## config.mk

```make
export PLATFORM = sky130hd
export DESIGN_NAME = fetch_stage_flat
export DESIGN_NICKNAME = d
export VERILOG_FILES = /design/src/rtl/fetch_stage_if.sv /design/src/rtl/fetch_stage.sv /design/src/flat_wrapper.sv
export SDC_FILE = /design/constraint.sdc
export NUM_CORES = 1
export LEC_CHECK = 0
export CELL_PAD_IN_SITES_DETAIL_PLACEMENT = 1
export CELL_PAD_IN_SITES_GLOBAL_PLACEMENT = 2
export CORE_MARGIN = 5
export CORE_UTILIZATION = 33
export CTS_CLUSTER_SIZE = 20
export DETAILED_ROUTE_END_ITERATION = 6
export PLACE_DENSITY_LB_ADDON = 0.1
export SLEW_MARGIN = 5
export SYNTH_ARGS = -nofsm -noshare
export SYNTH_HDL_FRONTEND = slang
export SYNTH_SLANG_ARGS = --single-unit
export TNS_END_PERCENT = 20
```

## constraint.sdc

```tcl
create_clock -name clk -period 8.45 [get_ports clk]
set_input_delay 1.2675 -clock clk [delete_from_list [all_inputs] [get_ports clk]]
set_output_delay 1.2675 -clock clk [all_outputs]
set_load 0.03 [all_outputs]
```

## src/rtl/fetch_stage_if.sv

```systemverilog
// Instruction-memory channel of the fetch stage: a valid/ready request path
// and an in-order, non-backpressured response path.
interface fetch_stage_if;
    logic        imem_req_valid;
    logic        imem_req_ready;
    logic [15:0] imem_req_addr;
    logic        imem_rsp_valid;
    logic [15:0] imem_rsp_data;

    modport master (
        output imem_req_valid,
        output imem_req_addr,
        input  imem_req_ready,
        input  imem_rsp_valid,
        input  imem_rsp_data
    );

    modport slave (
        input  imem_req_valid,
        input  imem_req_addr,
        output imem_req_ready,
        output imem_rsp_valid,
        output imem_rsp_data
    );
endinterface

```

## src/rtl/fetch_stage.sv

```systemverilog
// Instruction-fetch front end: issues sequential fetches under a credit limit,
// queues returned words with their PC, drops words made stale by a redirect,
// and presents one instruction per cycle to the IF/ID register.
//
// state  | meaning
// -------+-------------------------------------------------------------
// RUN    | every returning word belongs to the current fetch stream
// DRAIN  | discard > 0: returning words predate a redirect and are dropped
module fetch_stage #(
    parameter logic [15:0] RESET_PC = 16'h0000,
    parameter logic [15:0] NOP_INSN = 16'h0000,
    parameter int          QDEPTH   = 2
) (
    input  logic                 clk,
    input  logic                 reset,
    input  logic                 stall,
    input  logic                 jump,
    input  logic [15:0]          new_pc,
    fetch_stage_if.master        imem,
    output logic [15:0]          pc_out,
    output logic [15:0]          pcp2_out,
    output logic [15:0]          ir_out,
    output logic                 fetch_valid
);

    localparam int PW = $clog2(QDEPTH);
    localparam int CW = $clog2(QDEPTH + 1);
    // Outstanding-request counters; a redirect storm can stack stale
    // requests beyond QDEPTH, so these are wider and saturate.
    localparam int NW = 8;

    typedef enum logic {
        S_RUN   = 1'b0,
        S_DRAIN = 1'b1
    } state_t;

    state_t         state_q, state_d;
    logic           drop_stale;

    logic [15:0]    fetch_pc_q, fetch_pc_d;
    logic [15:0]    rsp_pc_q, rsp_pc_d;
    logic [NW-1:0]  inflight_q, inflight_d;
    logic [NW-1:0]  discard_q, discard_d;

    logic [15:0]    q_pc_q [QDEPTH];
    logic [15:0]    q_pc_d [QDEPTH];
    logic [15:0]    q_ir_q [QDEPTH];
    logic [15:0]    q_ir_d [QDEPTH];
    logic [PW-1:0]  rd_ptr_q, rd_ptr_d;
    logic [PW-1:0]  wr_ptr_q, wr_ptr_d;
    logic [CW-1:0]  count_q, count_d;

    logic [15:0]    pc_out_q, pc_out_d;
    logic [15:0]    pcp2_out_q, pcp2_out_d;
    logic [15:0]    ir_out_q, ir_out_d;
    logic           fetch_valid_q, fetch_valid_d;

    logic           rsp_take;
    logic           rsp_push;
    logic           rsp_drop;
    logic           pop;
    logic [NW-1:0]  live;
    logic [NW-1:0]  occ;
    logic           req_valid;
    logic           req_fire;

    // FSM state register
    always_ff @(posedge clk) begin
        if (reset) begin
            state_q <= S_RUN;
        end else begin
            state_q <= state_d;
        end
    end

    // FSM next state: a redirect arms DRAIN when anything is still in flight
    always_comb begin
        state_d = state_q;
        if (jump) begin
            state_d = (inflight_d != '0) ? S_DRAIN : S_RUN;
        end else if (state_q == S_DRAIN && rsp_drop && discard_q == NW'(1)) begin
            state_d = S_RUN;
        end
    end

    // FSM outputs
    always_comb begin
        drop_stale = (state_q == S_DRAIN);
    end

    // Memory handshake and credit; the slot freed by this cycle's pop counts
    // as free so single-cycle memory sustains one fetch per cycle.
    always_comb begin
        rsp_take   = imem.imem_rsp_valid && (inflight_q != '0);
        rsp_drop   = rsp_take && drop_stale;
        rsp_push   = rsp_take && !drop_stale;
        pop        = !jump && !stall && (count_q != '0);
        live       = inflight_q - discard_q;
        occ        = NW'(count_q) - NW'(pop);
        req_valid  = !reset && ((live + occ) < NW'(QDEPTH)) && (inflight_q != '1);
        req_fire   = req_valid && imem.imem_req_ready;
        inflight_d = inflight_q + NW'(req_fire) - NW'(rsp_take);
    end

    assign imem.imem_req_valid = req_valid;
    assign imem.imem_req_addr  = fetch_pc_q;

    // Fetch address, response-PC tracker and stale-word count
    always_comb begin
        fetch_pc_d = fetch_pc_q;
        rsp_pc_d   = rsp_pc_q;
        discard_d  = discard_q;
        if (jump) begin
            fetch_pc_d = new_pc & 16'hFFFE;
            rsp_pc_d   = new_pc & 16'hFFFE;
            // Everything outstanding after this edge belongs to the old stream.
            discard_d  = inflight_d;
        end else begin
            if (req_fire) begin
                fetch_pc_d = fetch_pc_q + 16'd2;
            end
            if (rsp_push) begin
                rsp_pc_d = rsp_pc_q + 16'd2;
            end
            if (rsp_drop) begin
                discard_d = discard_q - NW'(1);
            end
        end
    end

    // Prefetch queue: push on live response, pop toward IF/ID, flush on jump
    always_comb begin
        q_pc_d   = q_pc_q;
        q_ir_d   = q_ir_q;
        rd_ptr_d = rd_ptr_q;
        wr_ptr_d = wr_ptr_q;
        count_d  = count_q;
        if (jump) begin
            rd_ptr_d = '0;
            wr_ptr_d = '0;
            count_d  = '0;
        end else begin
            if (rsp_push) begin
                q_pc_d[wr_ptr_q] = rsp_pc_q;
                q_ir_d[wr_ptr_q] = imem.imem_rsp_data;
                wr_ptr_d         = wr_ptr_q + 1'b1;
            end
            if (pop) begin
                rd_ptr_d = rd_ptr_q + 1'b1;
            end
            count_d = count_q + CW'(rsp_push) - CW'(pop);
        end
    end

    // IF/ID-facing output register: squash, hold, pop or bubble
    always_comb begin
        pc_out_d      = pc_out_q;
        pcp2_out_d    = pcp2_out_q;
        ir_out_d      = ir_out_q;
        fetch_valid_d = fetch_valid_q;
        if (jump) begin
            ir_out_d      = NOP_INSN;
            fetch_valid_d = 1'b0;
        end else if (stall) begin
            fetch_valid_d = fetch_valid_q;
        end else if (pop) begin
            pc_out_d      = q_pc_q[rd_ptr_q];
            pcp2_out_d    = q_pc_q[rd_ptr_q] + 16'd2;
            ir_out_d      = q_ir_q[rd_ptr_q];
            fetch_valid_d = 1'b1;
        end else begin
            ir_out_d      = NOP_INSN;
            fetch_valid_d = 1'b0;
        end
    end

    // Datapath registers; reset also forgets responses still in flight
    always_ff @(posedge clk) begin
        if (reset) begin
            fetch_pc_q    <= RESET_PC;
            rsp_pc_q      <= RESET_PC;
            inflight_q    <= '0;
            discard_q     <= '0;
            rd_ptr_q      <= '0;
            wr_ptr_q      <= '0;
            count_q       <= '0;
            for (int i = 0; i < QDEPTH; i++) begin
                q_pc_q[i] <= '0;
                q_ir_q[i] <= '0;
            end
            pc_out_q      <= '0;
            pcp2_out_q    <= '0;
            ir_out_q      <= NOP_INSN;
            fetch_valid_q <= 1'b0;
        end else begin
            fetch_pc_q    <= fetch_pc_d;
            rsp_pc_q      <= rsp_pc_d;
            inflight_q    <= inflight_d;
            discard_q     <= discard_d;
            rd_ptr_q      <= rd_ptr_d;
            wr_ptr_q      <= wr_ptr_d;
            count_q       <= count_d;
            q_pc_q        <= q_pc_d;
            q_ir_q        <= q_ir_d;
            pc_out_q      <= pc_out_d;
            pcp2_out_q    <= pcp2_out_d;
            ir_out_q      <= ir_out_d;
            fetch_valid_q <= fetch_valid_d;
        end
    end

    assign pc_out      = pc_out_q;
    assign pcp2_out    = pcp2_out_q;
    assign ir_out      = ir_out_q;
    assign fetch_valid = fetch_valid_q;

endmodule

```

## src/flat_wrapper.sv

```systemverilog
// flat-port wrapper written by rule: the top's interface ports become plain ports
module fetch_stage_flat 
#(
    parameter logic [15:0] RESET_PC = 16'h0000,
    parameter logic [15:0] NOP_INSN = 16'h0000,
    parameter int          QDEPTH   = 2
)
  (clk, reset, stall, jump, new_pc, pc_out, pcp2_out, ir_out, fetch_valid, imem_imem_req_valid, imem_imem_req_addr, imem_imem_req_ready, imem_imem_rsp_valid, imem_imem_rsp_data);
  fetch_stage_if imem_i ();
  input  logic clk;
  input  logic reset;
  input  logic stall;
  input  logic jump;
  input  logic [15:0] new_pc;
  output logic [15:0] pc_out;
  output logic [15:0] pcp2_out;
  output logic [15:0] ir_out;
  output logic fetch_valid;
  output wire logic [$bits(imem_i.imem_req_valid)-1:0] imem_imem_req_valid;
  output wire logic [$bits(imem_i.imem_req_addr)-1:0] imem_imem_req_addr;
  input wire logic [$bits(imem_i.imem_req_ready)-1:0] imem_imem_req_ready;
  input wire logic [$bits(imem_i.imem_rsp_valid)-1:0] imem_imem_rsp_valid;
  input wire logic [$bits(imem_i.imem_rsp_data)-1:0] imem_imem_rsp_data;
  assign imem_imem_req_valid = imem_i.imem_req_valid;
  assign imem_imem_req_addr = imem_i.imem_req_addr;
  assign imem_i.imem_req_ready = imem_imem_req_ready;
  assign imem_i.imem_rsp_valid = imem_imem_rsp_valid;
  assign imem_i.imem_rsp_data = imem_imem_rsp_data;
  fetch_stage #(.RESET_PC(RESET_PC), .NOP_INSN(NOP_INSN), .QDEPTH(QDEPTH)) u_core (.clk(clk), .reset(reset), .stall(stall), .jump(jump), .new_pc(new_pc), .imem(imem_i), .pc_out(pc_out), .pcp2_out(pcp2_out), .ir_out(ir_out), .fetch_valid(fetch_valid));
endmodule
```

==> summary.md <==
The share of flip-flops with an asynchronous set or reset after synthesis was 0. The share of the yosys chip area belonging to registers was 0.399. The tools report the number of H-tree levels as 4. The share of layout cells above drive strength 1 was 0.0547. For the pin with the worst max-slew slack, the measured transition is 931 ps. The worst path in the final design needs a cycle of 6860 ps, including I/O delays and setup.

The type of the tightest min-delay check is reg -> reg. Ranked by total cell area, the synthesized netlist is headed by dfxtp_1 (40%), nand2_1 (8.5%), a21oi_1 (7.7%), ha_1 (5.6%), nor2_1 (4.1%). The total power draw is 2.66 mW, and the floorplan die area is 0.0276 mm^2.

Counting instances, the worst hold path has a depth of 2. The count of input and output buffers is 99, and the number of clock buffers inserted by TritonCTS is 17. The mean number of vias per cell is 4.97.

After synthesis, the netlist uses 56 different library cells. VDD sags by at most 0.314 mV. The detailed placement HPWL was 16500 um. The number of global-route vias before repair is 7121, and the static power due to leakage is 3.49 nW. The later pin in the worst-skew pair is clocked with a latency of 440 ps.

The relative slew slack was 0.379; the post-synthesis cell area was 0.00803 mm^2. STA classifies the critical path endpoint as a register. For the total setup buffers inserted after CTS, the log shows 0. TritonCTS built the clock tree.

The gate count after technology mapping was 1000. The net count of the finished layout is 1143. The worst setup path is of the in -> reg kind. Entering global routing, the biggest net connects 84 pins. The final number of setup-violating endpoints was 0; the total power per unit cell area was 270 mW/mm^2. Top cell type's share of synthesized area: 0.399. The detailed router finished its first iteration with 258 violations. The deepest clock path buffer count came out at 2. Gates resized during post-CTS repair numbered 0.

Traced cell by cell, the critical path runs through clkdlybuf4s50_1, o21bai_1, nand2b_1, inv_1, ha_1, ha_1, xnor2_1, ha_1, ha_1, a21oi_2, a21oi_2, or4_4, a2111oi_2, nand2_1, buf_4, nor2_1, ha_1, fa_1, a21oi_1, o21bai_1, a21oi_1, o311ai_0, and2_1, a311oi_1. Yosys printed 0 warnings. The total number of placement rows was 57. The layout overhead on the synthesized area came out at 22.7%. Counting instances in the post-synthesis netlist gives the leading cell types as nand2_1 (182), dfxtp_1 (160), a21oi_1 (124). The die height works out to 166 um.

Maximum fanout along the worst path: 7. The final clock period utilization by the worst path is 0.812, and the number of antenna repair diodes is 0. The number of pins with negative max-slew slack in the final report is 0. The root buffer cell was clkbuf_16.

The cell depth of the worst flop-to-flop path is 23. The number of hold buffers added after CTS was 0. The average footprint of a synthesized cell works out to 8.03 um^2. The routed design has 23400 um of wire. The routed length per placed instance came out at 16.7 um.

The most repeated library cell on the critical path is ha_1. Sum of negative setup slack: 0 ps. The total routing usage reported by global routing is 0.170, and the initial standard-cell utilization of the core is 0.332.

The run finished with clean final reports. The prevailing post-synth register cell is dfxtp_1. For this block, the via count after detailed routing is 6970. The tools report the area of the core as 0.0242 mm^2. The tools report the endpoint required time on the critical path as 8740 ps. Of all cell types, the one taking the most synthesized area is dfxtp_1. Yosys mapped a number of flops with a built-in enable equal to 0. The logs give 0 for the initial antenna violation count and 38400 um for the first-pass GRT wire length.

Startpoint type of the worst setup path: an input pin. The die is 166 um wide. Peak clock frequency supported by timing: 146 MHz. Max-cap violations in this run came to 0. The first detailed-routing pass took 4 iterations. The largest incremental delay on the critical path is 550 ps. The tools report the remaining antenna violation count after routing as 0.

The worst clock skew is 12.6 ps. The logs give 7150 ps for the critical path data arrival time and 0.784 for the placer's final routability congestion estimate. The slowest stage cell on the critical path is clkdlybuf4s50_1. The clock edge transition at the registers on the reported setup and hold paths was 70 ps. Setup repair after global routing left no endpoint under its margin.

For the final hold violation count, the log shows 0. The number of sinks driven by the clock tree is 160. After detailed routing, the number of remaining DRC violations is 0. Yosys instantiated no cell more often than nand2_1. The run gives 104 as the I/O pin count.

In this run, synthesis produced a sequential element count of 160. Global routing finished with a remaining overflow of 0.
==> report_power, final <==
group | switching (mW) | internal (mW)
registers | 0.0719 | 0.812
clock network | 0.374 | 0.427
logic | 0.597 | 0.376
==> through the flow <==
| stage | cell area (um^2) | util | std cells | hold WS, ps | setup WS, ps |
|---|---|---|---|---|---|
| after floorplan | 8040 | - | 1002 | 436 | 1810 |
| after global placement | 9250 | 0.383 | 1371 | 441 | 1160 |
| after detailed placement | 9250 | 0.383 | 1371 | 446 | 1040 |
| after CTS | 9860 | 0.408 | 1403 | 457 | 1460 |
| after global routing | 9860 | 0.408 | 1403 | 475 | 1100 |
| final | 9860 | 0.408 | 1403 | 453 | 1590 |
==> flip-flops by register name (all words and copies together) (netlist names) <==
register	count
u_core.q_ir_q	32
u_core.q_pc_q	30
u_core.ir_out	16
u_core.imem.imem_req_addr	15
u_core.pc_out	15
u_core.pcp2_out	15
u_core.rsp_pc_q	15
u_core.discard_q	8
u_core.inflight_q	8
u_core.count_q	2
u_core.drop_stale	1
u_core.fetch_valid	1
u_core.rd_ptr_q	1
u_core.wr_ptr_q	1
==> per-layer routing <==
| metal | wire length [um] | GRT usage | vias up |
|---|---|---|---|
| li1 | - | - | 3539 |
| met1 | 11500 | 0.225 | 3329 |
| met2 | 11000 | 0.289 | 87 |
| met3 | 637 | 0.0290 | 15 |
| met4 | 225 | 0.0409 | 0 |
| met5 | 0 | 0 | - |
==> layout by cell type, fill, tap and decap left out, types with 4 or more instances in the layout <==
cell type          n
nand2_1          182
inv_6              5
nand4_1           14
o21bai_1           6
a21boi_0          10
o31ai_1            4
a21o_1             9
clkbuf_16         17
ha_1              36
mux2i_1           31
inv_8              4
inv_1             48
o31a_1            10
buf_4             14
nor4_1            13
o21ai_0           12
xor2_1            18
a21oi_1          124
a211oi_1          23
nand3b_1           8
and3_1            15
nor2_1            88
xnor2_1           33
nand3_1           19
a31oi_1            4
and2_1             5
nor3_1            12
dfxtp_1          159
or3_1              5
clkdlybuf4s50_1   97
==> final timing paths <==
kind,slack (ps),from,end
max,1590,stall,u_core.drop_stale$_SDFFE_PP0P_
min,450,u_core.pcp2_out[7]$_SDFFE_PP0P_,u_core.pcp2_out[7]$_SDFFE_PP0P_
max reg2reg,2600,u_core.count_q[1]$_SDFF_PP0_,u_core.drop_stale$_SDFFE_PP0P_
min reg2reg,450,u_core.pcp2_out[7]$_SDFFE_PP0P_,u_core.pcp2_out[7]$_SDFFE_PP0P_
==> cells by family after synthesis <==
family | Yosys count | share of synthesized area
fa+ha+maj | 39 | 0.0636
other cells | 1 | 0.000467
flops | 160 | 0.399
mux | 34 | 0.0428
compound gates | 224 | 0.173
buf+inv | 114 | 0.0578
xor+xnor | 51 | 0.0556
simple gates | 377 | 0.208
==> worst max-delay path, delay by kind of cell <==
| family | cells | cell delay, ps |
|---|---|---|
| AOI/OAI and AO/OA | 9 | 1950 |
| xor gates and xnor gates | 1 | 180 |
| adders and majority gates | 6 | 1680 |
| buffers and inverters | 3 | 790 |
| and+or+nand+nor | 5 | 1260 |
==> final cells by class <==
type                       instances  area (um^2)
tap                              324          405
clock buffer                      17          425
clock inverter                    15          185
inverter                          48          180
multi-input combinational        728         4380
sequential                       160         3200
timing repair buffer             111         1080
fill                            2871        14300
Note: power is estimated with default switching activity, not from simulation.
